`src/rtl/tts_pkg.sv`:
```
// Shared definitions for the truth-table sequencer: FSM encoding and sizing helpers.
package tts_pkg;

  typedef enum logic {
    IDLE = 1'b0,
    RUN  = 1'b1
  } state_t;

  function automatic int vec_count(input int num_in);
    return 1 << num_in;
  endfunction

  // A single-cycle hold still needs a 1-bit counter so the port width is never zero.
  function automatic int hold_width(input int hold_cycles);
    return (hold_cycles <= 1) ? 1 : $clog2(hold_cycles);
  endfunction

  localparam int DEF_NUM_IN      = 4;
  localparam int DEF_HOLD_CYCLES = 10;
  localparam int NUM_VEC         = vec_count(DEF_NUM_IN);
  localparam int HOLD_W          = hold_width(DEF_HOLD_CYCLES);

endpackage

```
`src/rtl/truth_table_sequencer_hold_timer.sv`:
```
// Modulo-HOLD_CYCLES counter; 'last' flags the final cycle of each hold window.
module hold_timer #(
  parameter int HOLD_CYCLES = 10,
  parameter int W           = 4
) (
  input  logic clk,
  input  logic rst,
  input  logic clr,
  input  logic en,
  output logic last
);

  logic [W-1:0] cnt;

  assign last = (cnt == W'(HOLD_CYCLES - 1));

  always_ff @(posedge clk) begin
    if (rst || clr) begin
      cnt <= '0;
    end else if (en) begin
      if (last) cnt <= '0;
      else      cnt <= cnt + 1'b1;
    end
  end

endmodule

```
`src/rtl/truth_table_sequencer.sv`:
```
// Sweeps all input vectors through a combinational block, captures its response
// at the end of each hold window and scores it against an expected table.
module truth_table_sequencer
  import tts_pkg::*;
#(
  parameter int NUM_IN      = 4,
  parameter int NUM_OUT     = 2,
  parameter int HOLD_CYCLES = 10
) (
  input  logic                              clk,
  input  logic                              rst,
  input  logic                              start,
  input  logic                              abort,
  input  logic [NUM_OUT-1:0]                obs,
  input  logic [NUM_OUT*(1<<NUM_IN)-1:0]    exp_table,
  output logic [NUM_IN-1:0]                 stim,
  output logic                              busy,
  output logic                              done,
  output logic [NUM_OUT*(1<<NUM_IN)-1:0]    result_table,
  output logic [(1<<NUM_IN)-1:0]            mismatch_vec,
  output logic [NUM_IN:0]                   err_cnt
);

  localparam int VECS  = vec_count(NUM_IN);
  localparam int CNT_W = hold_width(HOLD_CYCLES);
  localparam logic [NUM_IN-1:0] LAST_IDX = NUM_IN'(VECS - 1);

  state_t            state;
  logic [NUM_IN-1:0] idx;
  logic              last;
  logic              timer_clr;
  logic              timer_en;

  // Holding the timer cleared outside RUN guarantees every sweep starts at hold=0.
  assign timer_clr = (state != RUN) || abort;
  assign timer_en  = (state == RUN);

  hold_timer #(
    .HOLD_CYCLES (HOLD_CYCLES),
    .W           (CNT_W)
  ) u_hold_timer (
    .clk  (clk),
    .rst  (rst),
    .clr  (timer_clr),
    .en   (timer_en),
    .last (last)
  );

  // idx returns to 0 whenever RUN is left, so stim can follow it directly.
  assign stim = idx;

  always_ff @(posedge clk) begin
    if (rst) begin
      state        <= IDLE;
      idx          <= '0;
      busy         <= 1'b0;
      done         <= 1'b0;
      result_table <= '0;
      mismatch_vec <= '0;
      err_cnt      <= '0;
    end else begin
      done <= 1'b0;
      case (state)
        IDLE: begin
          if (start) begin
            state        <= RUN;
            busy         <= 1'b1;
            idx          <= '0;
            result_table <= '0;
            mismatch_vec <= '0;
            err_cnt      <= '0;
          end
        end
        RUN: begin
          if (abort) begin
            state <= IDLE;
            busy  <= 1'b0;
            idx   <= '0;
          end else if (last) begin
            result_table[idx*NUM_OUT +: NUM_OUT] <= obs;
            if (obs != exp_table[idx*NUM_OUT +: NUM_OUT]) begin
              mismatch_vec[idx] <= 1'b1;
              err_cnt           <= err_cnt + 1'b1;
            end
            if (idx == LAST_IDX) begin
              state <= IDLE;
              busy  <= 1'b0;
              idx   <= '0;
              done  <= 1'b1;
            end else begin
              idx <= idx + 1'b1;
            end
          end
        end
      endcase
    end
  end

endmodule

```
`config.mk`:
```
export PLATFORM = sky130hd
export DESIGN_NAME = truth_table_sequencer
export DESIGN_NICKNAME = d
export VERILOG_FILES = /design/src/rtl/tts_pkg.sv /design/src/rtl/truth_table_sequencer_hold_timer.sv /design/src/rtl/truth_table_sequencer.sv
export SDC_FILE = /design/constraint.sdc
export NUM_CORES = 1
export LEC_CHECK = 0
export CORE_MARGIN = 1.5
export CORE_UTILIZATION = 40
export DETAILED_ROUTE_END_ITERATION = 16
export GPL_TIMING_DRIVEN = 0
export PLACE_DENSITY = 0.71
export REMOVE_ABC_BUFFERS = 1
export SKIP_LAST_GASP = 1
export SLEW_MARGIN = 20
export SYNTH_ARGS = -nofsm -noshare
export SYNTH_HDL_FRONTEND = slang
export SYNTH_SLANG_ARGS = --single-unit
```
`constraint.sdc`:
```
create_clock -name clk -period 2.32 [get_ports clk]
set_clock_uncertainty 0.05 [all_clocks]
set_input_delay 0.58 -clock clk [delete_from_list [all_inputs] [get_ports clk]]
set_output_delay 0.58 -clock clk [all_outputs]
set_load 0.005 [all_outputs]
```
==> impl_results.md, run 1 <==
* DP HPWL at 6720 microns
* WL met1 at 4290 microns
* Final Cycle Share at approximately 100%
* Met3 wire length at ~920 microns
* Antenna violations before repair at 0
* Worst endpoint data arrival time at 2.52 ns
* Synth-to-layout area growth at 46.0%
* Gr usage total at 22.0%
* Die Wd at 96.1 microns
* Mapped Cells at 397
* Via count of the first global-routing pass at 3229
* Count of unique library cells instantiated by Yosys at 53
* Internal power summed over all cells at about 1.7 mW
* Die Area at 9230 sq um
* Gr ovfl total at 0
* Post-detailed-placement cell area at 4400 sq um
* Total non-filler cell area in the finished layout at 5060 sq um
* Clock tree from TritonCTS: yes
* Transition time at the pin with the least slew margin at 0.858 ns
* CTS hold repair buffers at 0
* Clock Tree Root: sky130_fd_sc_hd__clkbuf_8
* Worst hold slack at 0.407 ns
* Number of I/O port buffers at 96
* Routed len/inst at 17.0 microns
* Uppermost signal routing layer after detailed routing: met4
* Synthesized area at 3460 sq um
* Via count at 3450
* Number of synthesized register bits at 64
* Worst relative slew slack at 42.6%
* Largest area contributor in the netlist: sky130_fd_sc_hd__dfxtp_1
* Routed wire length at 10300 microns
* Total number of yosys warnings at 0
* Largest net degree at the start of global routing at 45
* DRC viols at 0
* # diodes at 0
* Element type at the critical path start: input pin
* Vias/cell at 5.72
* Async set-reset flop share out of synthesis at 0%
* Data required time at the worst endpoint at 2.53 ns
* Final count of pins violating max slew at 0
* First-pass GRT wire length at 15500 microns
* DRC violation total after the first TritonRoute iteration at 229
* Prevailing post-synth register cell: sky130_fd_sc_hd__dfxtp_1
* Most frequent cells in the layout: 80 x sky130_fd_sc_hd__clkdlybuf4s50_1, 59 x sky130_fd_sc_hd__dfxtp_1, 38 x sky130_fd_sc_hd__nor2_1, 38 x sky130_fd_sc_hd__nand2_1, 20 x sky130_fd_sc_hd__nand3_1
* Post-synth top area share at between 30% and 40%
* Crit path time final at 2.31 ns
* Final Wtd Congestion at 0.863
* Initial cell density of the core at 41.7%
* Result of the run: finished, final reports clean
* Drt pass-1 iters at 5
* Total clock buffers created by CTS at 9
* Finish-stage setup viols at 0
* Sequential Power Share at a little under half
* Cell types occupying the most area after synthesis: sky130_fd_sc_hd__dfxtp_1 37%, sky130_fd_sc_hd__mux2i_1 6.4%, sky130_fd_sc_hd__nor2_1 4.8%
* Latest clock arrival within the worst-skew pair at around 0.36 ns
* Worst setup EP type: flop
* Standard-cell row count at 33
* Worst min path class: flop to flop
* Setup repair after global routing missed its margin: true
* Net Sw Power at 0.639 mW
* Routed wl met2 at slightly below 5000 microns
* Clock Power Share at between 40% and 50%
* Max Freq at 0.433 GHz
* Net Sw Frac at 26.9%
* Clock tree buffer depth at 2
* Cell leakage power at 1.80 nW
* Clock sink count at 64
* Placeable core region at between 8000 and 9000 sq um
* IR Drop Worst-Case VDD at 0.000316 V
* Number of hold violations in the final report at 0
* Most common library cell in the layout ignoring fill and taps: sky130_fd_sc_hd__clkdlybuf4s50_1
* Number of placed I/O pins at 97
* Syn avg cell area at 8.73 sq um
* Maximum fanout count along the critical path at 6
* H-Tree Level Count at 3
* Final net count at 539
* Setup CP Type: input pin to flop
* Worst-path clk slew at roughly 0.080 ns
* Post-detailed-route count of antenna-violating nets at 0
* Layout cells sized above 1 at about a fifth
* Proportion of synthesized chip area in sequential cells at 37.0%
* Die height at 96.1 microns
* Total of max-cap violations at 0
* Power per Cell Area at 470 nW/um^2
* Combinational fraction of design power at 12.5%
* Number of enable-type register cells in the synthesized netlist at 0
==> timing repair <==
item / in CTS / in global routing
resized for setup: 24 / 39
setup endpoints to repair: 58 / 48
setup buffers: 9 / 7
pin swaps: 3 / 6
endpoints found under the hold margin: 0 / 0
gates cloned: 0 / 2
==> power by group through the flow <==
stage	clock, mW	combinational, mW	sequential, mW
finish	0.969	0.298	1.11
global route	1.04	0.319	1.11
CTS	0.971	0.264	1.12
detailed placement	0	0.234	1.14
global placement	0	0.229	1.14
floorplan	0	0.114	1.14
==> layer usage <==
metal,up-vias,global-route usage [%]
met2,165,38.1
met3,12,6.24
met4,0,7.60
met1,1637,25.9
met5,-,0
li1,1636,-
==> critical path, stage by stage <==
cell and delay [ns]:
sky130_fd_sc_hd__clkdlybuf4s50_1 0.45, sky130_fd_sc_hd__mux2i_1 0.05, sky130_fd_sc_hd__mux4_2 0.52, sky130_fd_sc_hd__mux2i_4 0.22, sky130_fd_sc_hd__o211ai_4 0.18, sky130_fd_sc_hd__buf_12 0.16, sky130_fd_sc_hd__nand2_8 0.09, sky130_fd_sc_hd__buf_12 0.15
sky130_fd_sc_hd__mux2i_1 0.10
==> cell type report <==
cell class,count,area [sq um]
flip-flops and latches,64,1300
inverters,7,31.3
repair buffers,114,1200
clock inverters,7,71.3
well taps,105,131
multi-input cells,297,2200
fillers,710,3240
clock buffers,9,124
==> cells by family after synthesis <==
family,Yosys count,share of synthesized area [%]
muxes,31,10.7
xor gates and xnor gates,4,1.01
DFF,64,37.0
AOI/OAI and AO/OA,84,18.4
buffers and inverters,37,5.45
and+or+nand+nor,169,24.6
adders and majority gates,8,2.89
==> path summary, 6_finish.rpt <==
kind / endpoint / slack, ns / cells past startpoint / from
hold reg to reg: mismatch_vec[7] / 0.41 / 2 / mismatch_vec[7]
setup reg to reg: result_table[6] / 0.04 / 8 / stim[1]
hold / removal: mismatch_vec[7] / 0.41 / 2 / mismatch_vec[7]
setup / recovery: err_cnt[0] / 0.009 / 9 / exp_table[24]
==> cells in the mapped netlist, types with 7 or more instances <==
master / number
sky130_fd_sc_hd__nand2_1: 40
sky130_fd_sc_hd__nand2b_1: 8
sky130_fd_sc_hd__nand4_1: 10
sky130_fd_sc_hd__nor3_1: 10
sky130_fd_sc_hd__ha_1: 8
sky130_fd_sc_hd__o21ai_2: 11
sky130_fd_sc_hd__nor2b_1: 7
sky130_fd_sc_hd__a22oi_1: 9
sky130_fd_sc_hd__nand3_1: 20
sky130_fd_sc_hd__a21oi_1: 21
sky130_fd_sc_hd__mux2i_1: 22
sky130_fd_sc_hd__nor2_1: 44
sky130_fd_sc_hd__clkbuf_1: 22
sky130_fd_sc_hd__dfxtp_1: 64
sky130_fd_sc_hd__a32oi_1: 10
sky130_fd_sc_hd__nand3b_1: 8
==> metrics by stage <==
step	utilization (%)	setup TNS [ns]	worst slack, ns	instances	power [mW]
6_report	61.0	0	0.00867	603	2.38
5_1_grt	61.0	-0.157	-0.0439	603	2.47
4_1_cts	57.9	-0.166	-0.0482	594	2.35
3_5_place_dp	53.1	-44.82	-1.21	569	1.38
3_3_place_gp	52.9	-67.70	-1.63	568	1.37
2_1_floorplan	-	-17.32	-0.649	367	1.25
==> flip-flops by register name, indices dropped and copies added, names as in the netlist <==
signal,cells
result_table,32
mismatch_vec,16
err_cnt,5
stim,4
u_hold_timer.cnt,4
busy,1
done,1
state,1
Note: power is estimated with default switching activity, not from simulation.
==> inputs of run 2 (changes only) <==
--- a/config.mk
+++ b/config.mk
@@ -9,10 +9,12 @@
 export CORE_UTILIZATION = 40
 export DETAILED_ROUTE_END_ITERATION = 16
 export GPL_TIMING_DRIVEN = 0
-export PLACE_DENSITY = 0.71
+export HOLD_SLACK_MARGIN = 0.15
+export PLACE_DENSITY = 0.72
 export REMOVE_ABC_BUFFERS = 1
 export SKIP_LAST_GASP = 1
 export SLEW_MARGIN = 20
 export SYNTH_ARGS = -nofsm -noshare
 export SYNTH_HDL_FRONTEND = slang
+export SYNTH_HIERARCHICAL = 1
 export SYNTH_SLANG_ARGS = --single-unit
==> run 2 against run 1 <==
Compared with the run above: register-to-register slack barely moved; largest cell class unchanged; highest routed layer unchanged; worst hold slack worse by 0.0039 ns; largest power group unchanged; flip-flop and latch count unchanged.
==> impl_results.md, run 2 <==
* Result of the run: finished, final reports clean
* Element type at the critical path start: input pin
* Total clock buffers created by CTS at 9
* Post-detailed-route count of antenna-violating nets at 0
* Gr usage total at 23.4%
* Synthesized area at 3350 sq um
* Final count of pins violating max slew at 0
* Routed len/inst at 15.9 microns
* Setup tns final at 0 ns
* Final net count at roughly 560
* Final Cycle Share at 99.4%
* Drt pass-1 iters at 5
* H-Tree Level Count at 3
* First-pass GRT wire length at 16100 microns
* Prevailing post-synth register cell: sky130_fd_sc_hd__dfxtp_1
* Count of unique library cells instantiated by Yosys at 52
* Max Freq at 0.434 GHz
* Total non-filler cell area in the finished layout at 4760 sq um
* Number of placed I/O pins at a little under 100
* Worst setup EP type: flop
* Synth-to-layout area growth at 42.0%
* Clock tree buffer depth at 2
* Via count of the first global-routing pass at 3284
* Vias/cell at 5.59
* Gr ovfl total at 0
* Biggest registers after layout: result_table x32, mismatch_vec x16, err_cnt x5
* Multi-input combinational cell area at 2010 sq um
* Crit path time final at ~2.3 ns
* Number of I/O port buffers at 96
* DRC violation total after the first TritonRoute iteration at between 200 and 300
* Async set-reset flop share out of synthesis at 0%
* Die Area at between 8000 and 9000 sq um
* # diodes at 0
* FILL cells at 763
* Cell leakage power at ~1.6 nW
* Clock sink count at 64
* Number of cells on the worst hold path at 2
* Cell types occupying the most area after synthesis: sky130_fd_sc_hd__dfxtp_1 38%, sky130_fd_sc_hd__nor2_1 7.4%, sky130_fd_sc_hd__mux2i_1 5.1%
* IR Drop Worst-Case VDD at 0.000350 V
* Setup CP Type: input pin to flop
* Worst Reg-to-Reg Cells at 6
* Flip-flop count of the largest register after layout at 32
* Mapped Cells at 415
* CTS hold repair buffers at 0
* Worst relative slew slack at 51.1%
* Finish-stage setup viols at 0
* Total number of yosys warnings at 6
* Largest area contributor in the netlist: sky130_fd_sc_hd__dfxtp_1
* Power per Cell Area at slightly below 500 nW/um^2
* Worst min path class: flop to flop
* Post-synth top area share at 38.2%
* Setup repair after global routing missed its margin: true
* Worst hold slack at 0.404 ns
* Worst endpoint data arrival time at between 2 and 3 ns
* Worst-path clk slew at roughly 0.070 ns
* Synth cell count leaders: 66 x sky130_fd_sc_hd__nor2_1, 64 x sky130_fd_sc_hd__dfxtp_1, 44 x sky130_fd_sc_hd__nand2_1, 29 x sky130_fd_sc_hd__nand3_1, 17 x sky130_fd_sc_hd__mux2i_1
* Transition time at the pin with the least slew margin at roughly 0.73 ns
* Most frequent cells in the layout: 95 x sky130_fd_sc_hd__clkdlybuf4s50_1, 63 x sky130_fd_sc_hd__nor2_1, 59 x sky130_fd_sc_hd__dfxtp_1, 42 x sky130_fd_sc_hd__nand2_1, 29 x sky130_fd_sc_hd__nand3_1
* Post-detailed-placement cell area at 4330 sq um
* DP HPWL at 6710 microns
* Area taken by flip-flops and latches at 1290 sq um
* Finished Core Util at 58.2%
* Placeable core region at between 8000 and 9000 sq um
* Standard-cell row count at 33
* Clock tree from TritonCTS: yes
* Latest clock arrival within the worst-skew pair at 0.35 ns
* Number of synthesized register bits at 64
* Syn avg cell area at 8.07 sq um
* Number of enable-type register cells in the synthesized netlist at 0
* Final Wtd Congestion at ~0.86
* Antenna violations before repair at 0
* Initial cell density of the core at 41.0%
* Via count at about 3500
* Data required time at the worst endpoint at 2.55 ns
* Number of hold violations in the final report at 0
* Maximum fanout count along the critical path at 12
* DRC viols at 0
* Die Wd at 94.5 microns
* Layout cells sized above 1 at 14.4%
* Power, Total at about 2.3 mW
* Proportion of synthesized chip area in sequential cells at 38.2%
* Register containing the most flip-flops in the final layout: result_table
* Routed wire length at 9860 microns
* Total of max-cap violations at 0
* Clock Tree Root: sky130_fd_sc_hd__clkbuf_8
* Die height at 94.5 microns
* Largest net degree at the start of global routing at 36
* Most common library cell in the layout ignoring fill and taps: sky130_fd_sc_hd__clkdlybuf4s50_1
* Most frequent cell after synthesis: sky130_fd_sc_hd__nor2_1
==> run 2: changes by cell type after synthesis, sizes merged, moves of 5 or more <==
cell    change
a22oi       +6
a32oi       -5
nand2b      -6
clkbuf     -10
nand3b      -7
mux2i       -5
o21ai      +12
nand3       +9
a21oi       -5
nor2       +22
a31oi       +7
buf         +5
==> run 2: worst paths after layout <==
path                          from  slack [ns]               end
setup / recovery             abort        0.01  result_table[14]
hold / removal    mismatch_vec[13]        0.40  mismatch_vec[13]
setup reg to reg             state        0.05  result_table[14]
hold reg to reg   mismatch_vec[13]        0.40  mismatch_vec[13]
==> run 2: layer usage <==
layer	routed length (microns)	track usage (%)	vias to the layer above
met2	4790	38.5	129
met3	650	6.84	15
met4	155	7.59	0
met1	4260	29.2	1632
met5	0	0	-
li1	-	-	1687
==> run 2: timing repair <==
| item | CTS | global route |
|---|---|---|
| pin swaps | 1 | 1 |
| resized for setup | 22 | 12 |
| setup endpoints to repair | 56 | 34 |
| buffers inserted | 10 | 2 |
==> run 2: area by class of cell <==
class                           instances  area share (%)
Multi-Input combinational cell        318            42.2
Sequential cell                        64            27.2
Timing Repair Buffer                  110            23.1
Clock buffer                           11            2.97
Tap cell                              105            2.76
Clock inverter                          4           0.947
Inverter                                8           0.710
==> run 2: through the flow <==
step	setup slack [ns]	std cells
5_1_grt	-0.0887	620
3_3_place_gp	-1.96	591
4_1_cts	0.00900	618
6_report	0.0137	620
3_5_place_dp	-0.963	593
2_1_floorplan	-0.767	390
==> run 2: cells by family after synthesis <==
kind of cell             synth area share [%]
AO/OA/AOI/OAI                            20.1
XOR/XNOR                                 1.31
adder cells (fa/ha/maj)                  2.99
buffers and inverters                    5.23
flip-flops                               38.2
multiplexers                             5.75
AND/OR/NAND/NOR                          26.4
==> run 2: where the power goes <==
part           internal, mW  leakage (nW)  switching [mW]
Combinational         0.126         0.975           0.138
Sequential             1.10         0.519          0.0133
Clock                 0.514        0.0989           0.414
==> run 2: critical path, cell delays in order <==
cell                              delay (ns)
sky130_fd_sc_hd__clkdlybuf4s50_1        0.47
sky130_fd_sc_hd__nor2b_2                0.33
sky130_fd_sc_hd__nand2_1                0.12
sky130_fd_sc_hd__nand2_1                0.36
sky130_fd_sc_hd__nand2_1                0.13
sky130_fd_sc_hd__or4_1                  0.41
sky130_fd_sc_hd__a21oi_1                0.14
